[config.mk]
export PLATFORM = sky130hd
export DESIGN_NAME = block_shift_pipe
export DESIGN_NICKNAME = d
export VERILOG_FILES = /design/src/rtl/block_shift_pipe.sv
export SDC_FILE = /design/constraint.sdc
export NUM_CORES = 1
export LEC_CHECK = 0
export BUFFER_PORTS_ARGS = -buffer_cell sky130_fd_sc_hd__buf_4
export CORE_ASPECT_RATIO = 1.25
export CORE_MARGIN = 4
export CORE_UTILIZATION = 33
export DETAILED_ROUTE_END_ITERATION = 7
export SYNTH_ARGS = -nofsm -noshare
export SYNTH_HDL_FRONTEND = slang
export SYNTH_SLANG_ARGS = --single-unit
[constraint.sdc]
create_clock -name clk -period 8.11 [get_ports clk]
set_clock_uncertainty 0.05 [all_clocks]
set_input_delay 2.0275 -clock clk [delete_from_list [all_inputs] [get_ports clk]]
set_output_delay 2.0275 -clock clk [all_outputs]
set_load 0.05 [all_outputs]
[src/rtl/block_shift_pipe.sv]
// ============================================================================
//  Module      : block_shift_pipe
//  Description : Pipelined valid/ready element-array shifter/rotator. The
//                shift amount is split into bit groups, one group per stage.
//  Revision    : 1.0 - initial release
// ============================================================================
`default_nettype none

module block_shift_pipe #(
    parameter int ELMS   = 8,
    parameter int DATA   = 8,
    parameter int SHAMT  = $clog2(ELMS + 1),
    parameter int STAGES = 2,
    parameter int GRP    = (SHAMT + STAGES - 1) / STAGES
) (
    input  logic                       clk,
    input  logic                       reset,
    input  logic                       flush,
    input  logic                       in_valid,
    output logic                       in_ready,
    input  logic [ELMS-1:0][DATA-1:0]  in,
    input  logic [SHAMT-1:0]           shamt,
    input  logic                       rotate,
    input  logic                       to_right,
    input  logic [DATA-1:0]            fill,
    output logic                       out_valid,
    input  logic                       out_ready,
    output logic [ELMS-1:0][DATA-1:0]  out
);

    localparam int c_PADW = GRP * STAGES;
    localparam int c_IDXW = $clog2(ELMS);

    typedef logic [ELMS-1:0][DATA-1:0] arr_t;

    // One power-of-two move; amt is elaboration-constant at every call site.
    function automatic arr_t f_move(input arr_t a, input int amt, input logic rot,
                                    input logic right, input logic [DATA-1:0] fv);
        arr_t res;
        int   src;
        int   r;
        res = a;
        r   = amt % ELMS;
        for (int j = 0; j < ELMS; j++) begin
            if (rot) begin
                src    = right ? (j + r) % ELMS : (j - r + ELMS) % ELMS;
                res[j] = a[c_IDXW'(src)];
            end else begin
                src = right ? j + amt : j - amt;
                if (src >= 0 && src < ELMS) res[j] = a[c_IDXW'(src)];
                else                        res[j] = fv;
            end
        end
        return res;
    endfunction

    arr_t                  r_data  [STAGES];
    logic                  r_rot   [STAGES];
    logic                  r_right [STAGES];
    logic [DATA-1:0]       r_fill  [STAGES];
    logic [c_PADW-1:0]     r_sh    [STAGES];
    logic [STAGES-1:0]     r_valid;

    logic [STAGES-1:0]     w_adv;
    logic [STAGES-1:0]     w_load;
    logic                  w_acc;
    logic [c_PADW-1:0]     w_sh_pad;
    logic                  w_unused;

    assign w_sh_pad = c_PADW'(shamt);

    // Ready chain walks back from the output so a full pipe can still accept.
    always_comb begin
        w_adv  = '0;
        w_load = '0;
        for (int k = STAGES - 1; k >= 0; k--) begin
            if (k == STAGES - 1) w_adv[k] = r_valid[k] & out_ready;
            else                 w_adv[k] = r_valid[k] & (!r_valid[k+1] | w_adv[k+1]);
        end
        in_ready  = !r_valid[0] | w_adv[0];
        w_acc     = in_valid & in_ready & !flush;
        w_load[0] = w_acc;
        for (int k = 1; k < STAGES; k++) w_load[k] = w_adv[k-1];
    end

    always_ff @(posedge clk) begin
        if (reset || flush) begin
            r_valid <= '0;
        end else begin
            for (int k = 0; k < STAGES; k++)
                r_valid[k] <= w_load[k] | (r_valid[k] & !w_adv[k]);
        end
    end

    for (genvar k = 0; k < STAGES; k++) begin : g_stage
        arr_t              w_src;
        logic              w_src_rot;
        logic              w_src_right;
        logic [DATA-1:0]   w_src_fill;
        logic [c_PADW-1:0] w_src_sh;
        logic [GRP-1:0]    w_grp;
        arr_t              w_res;

        if (k == 0) begin : g_head
            assign w_src       = in;
            assign w_src_rot   = rotate;
            assign w_src_right = to_right;
            assign w_src_fill  = fill;
            assign w_src_sh    = w_sh_pad;
        end else begin : g_body
            assign w_src       = r_data[k-1];
            assign w_src_rot   = r_rot[k-1];
            assign w_src_right = r_right[k-1];
            assign w_src_fill  = r_fill[k-1];
            assign w_src_sh    = r_sh[k-1];
        end

        assign w_grp = w_src_sh[k*GRP +: GRP];

        always_comb begin
            w_res = w_src;
            for (int b = 0; b < GRP; b++) begin
                if (w_grp[b])
                    w_res = f_move(w_res, 1 << (k * GRP + b), w_src_rot, w_src_right, w_src_fill);
            end
        end

        always_ff @(posedge clk) begin
            if (reset) begin
                r_data[k]  <= '0;
                r_rot[k]   <= 1'b0;
                r_right[k] <= 1'b0;
                r_fill[k]  <= '0;
                r_sh[k]    <= '0;
            end else if (w_load[k]) begin
                r_data[k]  <= w_res;
                r_rot[k]   <= w_src_rot;
                r_right[k] <= w_src_right;
                r_fill[k]  <= w_src_fill;
                r_sh[k]    <= w_src_sh;
            end
        end
    end

    // Last stage's control fields have no consumer downstream.
    assign w_unused = ^{r_sh[STAGES-1], r_fill[STAGES-1], r_rot[STAGES-1], r_right[STAGES-1]};

    assign out       = r_data[STAGES-1];
    assign out_valid = r_valid[STAGES-1];

endmodule

`default_nettype wire

==> key figures, run 1 <==
Synthesis
  – Post-Synth Simple-Gate Area: 13.35%
  – Adder-cell area share of the yosys netlist: 0%
  – XOR/XNOR Fraction of Synth Area: 0%
  – Share of synthesized registers carrying an async set or reset: 0%
  – Post-Synthesis Cells: 976
  – Count of different cell masters after synthesis: 47
  – Primary flip-flop cell chosen by synthesis mapping: sky130_fd_sc_hd__edfxtp_1
  – Largest area contributor in the synthesized netlist: sky130_fd_sc_hd__edfxtp_1
  – Cell with the most instances after synthesis: sky130_fd_sc_hd__nor2_1
  – Share of synthesized area occupied by flip-flops and latches: 44.22%
  – Synthesized area per cell: 9.833 µm²
  – Mux contribution to synthesized area: 13.21%
  – Number of synthesis warnings: 0
  – Share of the synthesized area in compound gates (AO/OA/AOI/OAI): 23.34%
  – Mapped Area: 9597 µm²
  – Number of register bits inferred by synthesis: 142
  – Net count of the mapped netlist: 1059
  – Number of flops mapped to enable cells by yosys: 140
  – Yosys top cell area share: 43.81%
  – Largest cells by area after synthesis: sky130_fd_sc_hd__edfxtp_1 44%, sky130_fd_sc_hd__a211oi_1 9.1%, sky130_fd_sc_hd__mux2i_1 8.2%
  – Main combinational cell family by area after synthesis: compound AO/OA/AOI/OAI gates
  – Top post-synthesis cells by count: 163 x sky130_fd_sc_hd__nor2_1, 140 x sky130_fd_sc_hd__edfxtp_1, 116 x sky130_fd_sc_hd__a211oi_1, 79 x sky130_fd_sc_hd__mux2i_1, 64 x sky130_fd_sc_hd__o22ai_1

Detailed routing
  – Pre-antenna DRT Iters: 6
  – Vias after detailed routing: 8337
  – WL final: 28880 µm
  – Routed WL per cell: 19.90 µm
  – Mean number of vias per cell: 5.746
  – Violation count after the first detailed-routing iteration: 1102
  – Antenna Violating Nets Remaining: 0
  – Post-route DRC violation count: 0

Final layout
  – Non-filler cells in the finished layout: around 1500
  – Share of final-layout standard cells stronger than drive strength 1: 21.02%
  – Antenna cells: 0
  – Final-layout fill cell count: 2819
  – Layout overhead on the synthesized area: 18.57%
  – Total number of nets in the final design: roughly 1100
  – Post-route cell area: 11380 µm²

Worst hold path
  – Path class of the lowest-slack min-delay path: reg -> reg
  – Hold path endpoint: r_valid[1]
  – Hold Crit Start: r_valid[0]
  – Hold Path Stages: 2

Floorplanning
  – Core Rows: 69
  – Die outline height: 198.7 µm
  – Core Area: 28580 µm²
  – Die W: 160.5 µm
  – Starting utilization of the core area: 33.58%
  – I/O pin count: 149
  – Die outline area: around 32000 µm²

Global route
  – Number of global-route vias before repair: 7699
  – Antenna violations before repair: 0
  – Largest net degree at the start of global routing: 89
  – Total global-route track usage: about 17%
  – Total overflow reported by the global router: 0
  – First-pass GRT wire length: roughly 45000 µm

Placed design
  – Half-perimeter wire length after placement: between 20000 and 25000 µm
  – Setup slack at placement: 3307 ps
  – Placer congestion estimate: 0.8823
  – DP Area: 10780 µm²
  – Port-buffer cells: ~150
  – Placed cell count: between 1000 and 1500

Worst setup path
  – Data required time of the critical path: 6030 ps
  – Crit Path Class: in -> out
  – Worst path arrival time: 2560 ps
  – Largest fanout on the critical path: 2
  – Reg-to-reg startpoint: r_right[0]
  – Capture point of the worst reg-to-reg path: r_data[1][40]
  – Count of cells along the worst register-to-register path: 6
  – Slack of the worst reg-to-reg path: 5240 ps
  – Endpoint class of the critical path: primary output
  – Critical Path Start Type: primary input

Clock tree
  – Clock Sink Count: about 140
  – Total of hold buffers inserted after clock tree synthesis: 0
  – H-tree levels: 4
  – Clock Path Buffers: 2
  – Clock root buffer master: sky130_fd_sc_hd__clkbuf_16
  – Latest clock arrival within the worst-skew pair: between 400 and 500 ps
  – Number of buffers inserted to repair setup after CTS: 0
  – CTS tree: built
  – Num CTS Buffers: 17
  – Post-cts gate resize count: 0
  – Post-CTS clock slew at the launch and capture registers of the worst setup and hold paths: ~50 ps

Outcome
  – Result of the run: finished clean

Pwr
  – Power density normalized to cell area: 193.5 nW/µm²
  – Power Total: 2.201 mW
  – Leakage: 4.289 nW
  – IR drop worst, VDD: 0.1108 mV

Timing
  – Final critical-path share of the clock period: 57.18%
  – Endpoints failing setup: 0
  – Final Hold Viols: 0
  – Number of max-slew violations in the final report: 0
  – Setup ws final: 3473 ps
  – Worst slew slack as a fraction of its limit: between 20% and 30%
  – Worst-Margin Slew: 1182 ps
  – Maximum achievable frequency: 0.2156 GHz
  – RSZ-0062 raised after global routing: no
  – Total Negative Setup Slacks: 0 ps
  – Final Critical Period: 4637 ps

Run
  – Max-cap violations: 0
==> cells by family (layout without fill, tap and decap cells) <==
logic type,after synthesis,after routing
flip-flops,142,142
buffers and inverters,112,197
multiplexers,107,107
AND/OR/NAND/NOR,282,282
AO/OA/AOI/OAI,333,333
==> metrics by stage <==
stage	util [%]	hold WS, ps
after floorplan	-	452.0
after global placement	37.72	478.9
after detailed placement	37.72	485.8
after CTS	39.82	494.3
after global routing	39.82	507.5
final	39.82	493.3
==> worst max path at each step <==
stage | cells after the start | slack (ps) | from | to
2_1_floorplan | 3 | 1590 | out_ready | r_data[0][0]
3_3_place_gp | 6 | 3320 | shamt[0] | r_data[0][61]
3_5_place_dp | 6 | 3310 | shamt[0] | r_data[0][61]
4_1_cts | 3 | 3460 | out_ready | in_ready
5_1_grt | 6 | 3420 | shamt[0] | r_data[0][61]
6_report | 3 | 3470 | out_ready | in_ready
==> power breakdown <==
group          total, mW  switching (mW)  internal, mW
registers          0.913          0.0394         0.874
logic              0.495           0.325         0.170
clock network      0.793           0.284         0.509
==> sequential cells by signal, summed over array words and instances, names as in the netlist <==
signal / cells
r_data: 128
r_rot: 1
r_fill: 8
r_valid: 2
r_right: 1
r_sh: 2
==> layout by cell type (no fill, tap or decap), types with 3 or more instances in the layout <==
cell                        count
sky130_fd_sc_hd__and3b_1        3
sky130_fd_sc_hd__buf_4        160
sky130_fd_sc_hd__nor4_1         3
sky130_fd_sc_hd__and3_1         4
sky130_fd_sc_hd__nand2_1       26
sky130_fd_sc_hd__a211o_1        5
sky130_fd_sc_hd__inv_1          5
sky130_fd_sc_hd__a311oi_1       4
sky130_fd_sc_hd__a21o_1         3
sky130_fd_sc_hd__bufinv_16      4
sky130_fd_sc_hd__mux4_2        13
sky130_fd_sc_hd__o22ai_1       64
sky130_fd_sc_hd__a21oi_1       56
sky130_fd_sc_hd__a31oi_1        7
sky130_fd_sc_hd__a21boi_0       5
sky130_fd_sc_hd__nand2b_1      11
sky130_fd_sc_hd__nor3_1        22
sky130_fd_sc_hd__nor2_1       163
sky130_fd_sc_hd__clkinv_1       5
sky130_fd_sc_hd__o21ai_0       34
sky130_fd_sc_hd__a221oi_1       5
sky130_fd_sc_hd__and2_1        17
sky130_fd_sc_hd__edfxtp_1     140
sky130_fd_sc_hd__a2111oi_0     12
sky130_fd_sc_hd__a211oi_1     116
sky130_fd_sc_hd__nor2b_1       24
sky130_fd_sc_hd__clkbuf_16     17
sky130_fd_sc_hd__mux2i_1       79
sky130_fd_sc_hd__mux2_2        11
sky130_fd_sc_hd__o221ai_1       4
sky130_fd_sc_hd__mux2_4         4
sky130_fd_sc_hd__o211a_1        6
sky130_fd_sc_hd__o211ai_1       3
==> layout make-up <==
| cell class | count | area [µm²] | share of cell area [%] |
|---|---|---|---|
| flip-flops and latches | 142 | 4244 | 37.30 |
| inverters | 6 | 22.52 | 0.1979 |
| repair buffers | 160 | 1201 | 10.56 |
| well taps | 390 | 488.0 | 4.289 |
| multi-input cells | 722 | 4822 | 42.38 |
| clock inverters | 13 | 171.4 | 1.506 |
| clock buffers | 18 | 429.2 | 3.772 |
==> routing by layer <==
| layer | routed length, µm | global-route usage, % |
|---|---|---|
| met1 | 13570 | 25.79 |
| met2 | 12800 | 26.06 |
| met3 | 2031 | 2.715 |
| met4 | 481 | 5.802 |
| met5 | 0 | 0 |
==> worst max-delay path: stages <==
cell and delay [ps]:
sky130_fd_sc_hd__buf_4 110, sky130_fd_sc_hd__nand3b_2 210, sky130_fd_sc_hd__buf_4 200
No activity file was read; power rests on OpenSTA's default activity.
==> inputs of run 2 (changes only) <==
Clock period 8.11 ns to 4.5 ns, I/O delays scaled along.
==> key figures, run 2 (synthesis results as in run 1) <==
Pwr
  – Net Sw Power: 1.221 mW (+88%)
  – Sw frac: 31.05% (+1.6 points)
  – Share of power burned in the clock network: 35.2% (-0.8 points)
  – Internal power: 2.711 mW (+75%)
  – IR drop worst, VDD: 0.2482 mV (+120%)
  – Combinational Power Share: 22.9% (+0.4 points)
  – Leakage: 4.336 nW (+1.1%)
  – Power density normalized to cell area: 343.1 nW/µm² (+77%)
  – Flop pwr share: 41.9% (+0.4 points)

Worst hold path
  – Hold path endpoint: r_valid[1]
  – Hold Path Stages: 2 (unchanged)
  – Path class of the lowest-slack min-delay path: reg -> reg
  – Hold Crit Start: r_valid[0]

Placed design
  – Half-perimeter wire length after placement: 20910 µm (+4.4%)
  – Port-buffer cells: 148 (unchanged)
  – Placer congestion estimate: 0.9022 (+2.3%)

Global route
  – Antenna violations before repair: 0 (unchanged)
  – Largest net degree at the start of global routing: 65 (-27%)
  – Number of global-route vias before repair: 7939 (+3.1%)
  – Total overflow reported by the global router: 0 (unchanged)
  – Total global-route track usage: 17.89% (+0.47 points)
  – First-pass GRT wire length: 45820 µm (+2.6%)

Floorplanning
  – Core Rows: 69 (unchanged)
  – I/O pin count: 149 (unchanged)
  – Die outline height: 198.7 µm (unchanged)
  – Core Area: 28580 µm² (unchanged)
  – Die outline area: 31890 µm² (unchanged)
  – Starting utilization of the core area: 33.58% (unchanged)
  – Die W: 160.5 µm (unchanged)

Clock tree
  – Total of hold buffers inserted after clock tree synthesis: 0 (unchanged)
  – Clock root buffer master: sky130_fd_sc_hd__clkbuf_16
  – Clock Sink Count: 142 (unchanged)
  – Post-cts gate resize count: 0 (unchanged)
  – Post-CTS clock slew at the launch and capture registers of the worst setup and hold paths: 60 ps (about the same)
  – Number of buffers inserted to repair setup after CTS: 0 (unchanged)
  – Latest clock arrival within the worst-skew pair: 420 ps (about the same)
  – H-tree levels: 4 (unchanged)
  – Num CTS Buffers: 17 (unchanged)
  – Clock Path Buffers: 2 (unchanged)
  – CTS tree: built

Timing
  – Endpoints failing setup: 0 (unchanged)
  – Final Critical Period: 3136 ps
  – Worst-Margin Slew: 1188 ps (+5.971 ps)
  – Final critical-path share of the clock period: 69.68%
  – Maximum achievable frequency: 0.3189 GHz
  – RSZ-0062 raised after global routing: no
  – Total Negative Setup Slacks: 0 ps (unchanged)
  – Final Hold Viols: 0 (unchanged)
  – Number of max-slew violations in the final report: 0 (unchanged)
  – Worst slew slack as a fraction of its limit: 20.62% (-0.50 points)

Detailed routing
  – Mean number of vias per cell: 5.678 (-1.2%)
  – Violation count after the first detailed-routing iteration: 1246 (+13%)
  – WL final: 29250 µm (+1.3%)
  – Routed WL per cell: 20.02 µm (+0.59%)
  – Antenna Violating Nets Remaining: 0 (unchanged)
  – Post-route DRC violation count: 0 (unchanged)
  – Pre-antenna DRT Iters: 6 (unchanged)
  – Vias after detailed routing: 8295 (-0.50%)

Final layout
  – Total number of nets in the final design: 1141 (+0.80%)
  – Layout overhead on the synthesized area: 19.40%
  – Largest register FFs: 128 (unchanged)
  – Most common cell after layout, fill and taps aside: sky130_fd_sc_hd__buf_4
  – Antenna cells: 0 (unchanged)
  – End-of-flow core utilization: 40.10% (+0.28 points)
  – Share of final-layout standard cells stronger than drive strength 1: 22.13% (+1.1 points)
  – Largest register by flop count: r_data
  – Biggest regs: r_data (128), r_fill (8)
  – Leading cell types in the layout, fill and taps excluded: 167 x sky130_fd_sc_hd__buf_4, 163 x sky130_fd_sc_hd__nor2_1, 140 x sky130_fd_sc_hd__edfxtp_1, 116 x sky130_fd_sc_hd__a211oi_1, 79 x sky130_fd_sc_hd__mux2i_1

Worst setup path
  – Reg-to-reg startpoint: r_right[0]
  – Critical Path Slowest Stage Cell: sky130_fd_sc_hd__buf_4
  – Slack of the worst reg-to-reg path: 1760 ps (-3480 ps)
  – Capture point of the worst reg-to-reg path: r_data[1][56]
  – Endpoint class of the critical path: flop
  – Crit Path Class: in -> reg
  – Crit-path most repeated cell: sky130_fd_sc_hd__buf_4
  – Largest stage delay on the critical path: 650 ps (+440 ps)
  – Source of the critical timing path: shamt[0]
  – Worst path arrival time: 3230 ps (+670 ps)
  – Ordered cell list for the critical path: buf_4 > buf_4 > nor2_1 > a21oi_1 > a21boi_0 > a2111oi_0
  – Data required time of the critical path: 4590 ps (-1440 ps)
  – Number of buffers and inverters on the critical path: 2 (unchanged)
  – Worst path top cell family by delay: buffers and inverters
  – Count of cells along the worst register-to-register path: 7 (+1)
  – Largest fanout on the critical path: 60 (+58)
  – Critical Path Start Type: primary input

Outcome
  – Result of the run: finished clean

Run
  – Max-cap violations: 0 (unchanged)
run 2: worst min-delay path: stages, from the launching register on:
cell and delay [ps]:
sky130_fd_sc_hd__dfxtp_1 330, sky130_fd_sc_hd__nor2_1 110, sky130_fd_sc_hd__nor3_1 50
run 2: final cells by class:
cell class                      count  area [µm²]
Clock inverter                     15       162.7
Tap cell                          390       488.0
Sequential cell                   142        4244
Timing Repair Buffer              169        1294
Clock buffer                       17       425.4
Multi-Input combinational cell    722        4822
Fill cell                        2763       17120
Inverter                            6       22.52
run 2: worst max path at each step:
stage	endpoint	cells after the start
3_3_place_gp	r_data[0][56]	6
4_1_cts	r_data[0][56]	6
5_1_grt	r_data[0][57]	5
3_5_place_dp	r_data[0][56]	6
2_1_floorplan	r_data[0][0]	3
6_report	r_data[0][56]	6
run 2: through the flow:
stage / instances / area (µm²) / setup WS [ps] / hold slack [ps] / total power, mW
2_1_floorplan: 976 / 9604 / 497.6 / 452.1 / 2.275
3_3_place_gp: 1429 / 10870 / 1032 / 475.3 / 2.563
3_5_place_dp: 1429 / 10870 / 962.5 / 475.1 / 2.567
4_1_cts: 1461 / 11460 / 1405 / 486.6 / 3.955
5_1_grt: 1461 / 11460 / 1189 / 539.2 / 4.093
6_report: 1461 / 11460 / 1364 / 481.9 / 3.931
run 2: metal layers:
| metal | routed length [µm] | global-route usage (%) | part of all wire, % |
|---|---|---|---|
| met5 | 0 | 0 | 0 |
| met4 | 611 | 6.089 | 2.1 |
| met3 | 2570 | 3.399 | 8.8 |
| met2 | 13090 | 26.97 | 45 |
| met1 | 12980 | 25.89 | 44 |
run 2: power by group through the flow:
stage | clock (mW) | combinational (mW) | sequential (mW)
floorplan | 0 | 0.473 | 1.80
global placement | 0 | 0.888 | 1.67
detailed placement | 0 | 0.891 | 1.68
CTS | 1.41 | 0.893 | 1.65
global route | 1.46 | 0.967 | 1.66
finish | 1.38 | 0.900 | 1.65
==> inputs of run 3 (changes only) <==
Clock period 4.5 ns to 2.85 ns, I/O delays scaled along.
==> key figures, run 3 (synthesis results as in run 1) <==
Pwr
  – Leakage: 4.428 nW (+2.1%)
  – Power density normalized to cell area: 533.3 nW/µm² (+55%)
  – Net Sw Power: 1.915 mW (+57%)
  – Sw frac: 30.87% (-0.18 points)
  – Share of power burned in the clock network: 34.5% (-0.7 points)
  – Combinational Power Share: 23.6% (+0.7 points)
  – IR drop worst, VDD: 0.3856 mV (+55%)
  – Power Total: 6.204 mW (+58%)
  – Internal power: 4.289 mW (+58%)
  – Flop pwr share: 41.9% (about the same)

Timing
  – Maximum achievable frequency: 0.4428 GHz
  – Final critical-path share of the clock period: 79.24%
  – Worst-Margin Slew: 800.9 ps (-387.0 ps)
  – Final Critical Period: 2258 ps
  – Final Hold Slack: 462.7 ps (-19.21 ps)
  – Setup ws final: 591.7 ps (-772.5 ps)
  – Worst slew slack as a fraction of its limit: 46.50% (+26 points)
  – Total Negative Setup Slacks: 0 ps (unchanged)
  – Number of max-slew violations in the final report: 0 (unchanged)
  – RSZ-0062 raised after global routing: no
  – Final Hold Viols: 0 (unchanged)
  – Endpoints failing setup: 0 (unchanged)

Placed design
  – Placer congestion estimate: 0.8754 (-3.0%)
  – Port-buffer cells: 148 (unchanged)
  – DP Area: 11060 µm² (+1.8%)
  – Half-perimeter wire length after placement: 21200 µm (+1.4%)
  – Placed cell count: 1444 (+1.0%)
  – Setup slack at placement: 214.3 ps (-748.2 ps)

Detailed routing
  – Post-route DRC violation count: 0 (unchanged)
  – Routed WL per cell: 19.85 µm (-0.84%)
  – Antenna Violating Nets Remaining: 0 (unchanged)
  – WL final: 29300 µm (+0.18%)
  – Vias after detailed routing: 8373 (+0.94%)
  – Pre-antenna DRT Iters: 5 (-1)
  – Mean number of vias per cell: 5.673 (about the same)
  – Violation count after the first detailed-routing iteration: 1061 (-15%)

Clock tree
  – Number of buffers inserted to repair setup after CTS: 0 (unchanged)
  – Total of hold buffers inserted after clock tree synthesis: 0 (unchanged)
  – H-tree levels: 4 (unchanged)
  – Clock root buffer master: sky130_fd_sc_hd__clkbuf_16
  – Clock Path Buffers: 2 (unchanged)
  – Latest clock arrival within the worst-skew pair: 430 ps (about the same)
  – CTS tree: built
  – Post-cts gate resize count: 0 (unchanged)
  – Post-CTS clock slew at the launch and capture registers of the worst setup and hold paths: 60 ps (about the same)
  – Clock Sink Count: 142 (unchanged)
  – Num CTS Buffers: 17 (unchanged)

Floorplanning
  – I/O pin count: 149 (unchanged)
  – Die W: 160.5 µm (unchanged)
  – Core Rows: 69 (unchanged)
  – Core Area: 28580 µm² (unchanged)
  – Die outline area: 31890 µm² (unchanged)
  – Starting utilization of the core area: 33.58% (unchanged)
  – Die outline height: 198.7 µm (unchanged)

Worst setup path
  – Crit Path Class: in -> reg
  – Endpoint class of the critical path: flop
  – Data required time of the critical path: 2990 ps (-1600 ps)
  – Critical Path Start Type: primary input
  – Largest fanout on the critical path: 23 (-62%)
  – Worst path arrival time: 2400 ps (-830 ps)

Global route
  – Total global-route track usage: 17.70% (-0.19 points)
  – Largest net degree at the start of global routing: 65 (unchanged)
  – First-pass GRT wire length: 44910 µm (-2.0%)
  – Total overflow reported by the global router: 0 (unchanged)
  – Antenna violations before repair: 0 (unchanged)
  – Number of global-route vias before repair: 7834 (-1.3%)

Final layout
  – Most common cell after layout, fill and taps aside: sky130_fd_sc_hd__buf_4
  – Storage cell area: 4244 µm² (unchanged)
  – Share of final-layout standard cells stronger than drive strength 1: 22.93% (+0.80 points)
  – Total number of nets in the final design: 1156 (+1.3%)
  – Post-route cell area: 11630 µm² (+1.5%)
  – Largest register by flop count: r_data
  – Non-filler cells in the finished layout: 1476 (+1.0%)
  – End-of-flow core utilization: 40.71% (+0.61 points)
  – Antenna cells: 0 (unchanged)
  – Final-layout fill cell count: 2779 (+0.58%)
  – Layout overhead on the synthesized area: 21.23%
  – Biggest regs: r_data (128), r_fill (8)
  – Leading cell types in the layout, fill and taps excluded: 175 x sky130_fd_sc_hd__buf_4, 163 x sky130_fd_sc_hd__nor2_1, 140 x sky130_fd_sc_hd__edfxtp_1, 116 x sky130_fd_sc_hd__a211oi_1, 79 x sky130_fd_sc_hd__mux2i_1
  – Largest register FFs: 128 (unchanged)
  – Multi-input combinational cell area: 4816 µm² (-0.13%)

Run
  – Max-cap violations: 0 (unchanged)

Outcome
  – Result of the run: finished clean

Worst hold path
  – Path class of the lowest-slack min-delay path: in -> reg
## run 3: final cells by class
class                           count  area share, %
Multi-Input combinational cell    722          41.40
Sequential cell                   142          36.48
Timing Repair Buffer              184          12.84
Tap cell                          390          4.194
Clock buffer                       17          3.657
Clock inverter                     15          1.237
Inverter                            6         0.1936
## run 3: worst paths after layout
check / from / endpoint / slack (ps) / cells after the start
max reg2reg: r_rot[0] / r_data[1][15] / 730 / 5
min reg2reg: r_valid[0] / r_valid[1] / 490 / 2
max: shamt[0] / r_data[0][60] / 590 / 4
min: flush / r_valid[0] / 460 / 2
## run 3: per-layer routing
metal / global-route usage, % / routed length [µm] / share of wire (%)
met5: 0 / 0 / 0
met2: 26.28 / 12920 / 44
met4: 6.758 / 644 / 2.2
met1: 25.89 / 13620 / 46
met3: 2.964 / 2116 / 7.2
## run 3: power by group through the flow
stage	clock, mW	sequential, mW	combinational, mW
CTS	2.18	2.60	1.46
global route	2.27	2.62	1.57
global placement	0	2.64	1.45
detailed placement	0	2.64	1.45
floorplan	0	2.84	0.749
finish	2.14	2.60	1.47
## run 3: worst max-delay path: stages
cell	delay, ps
sky130_fd_sc_hd__buf_4	250
sky130_fd_sc_hd__nor2b_1	690
sky130_fd_sc_hd__a2111oi_0	280
sky130_fd_sc_hd__a2111oi_0	460
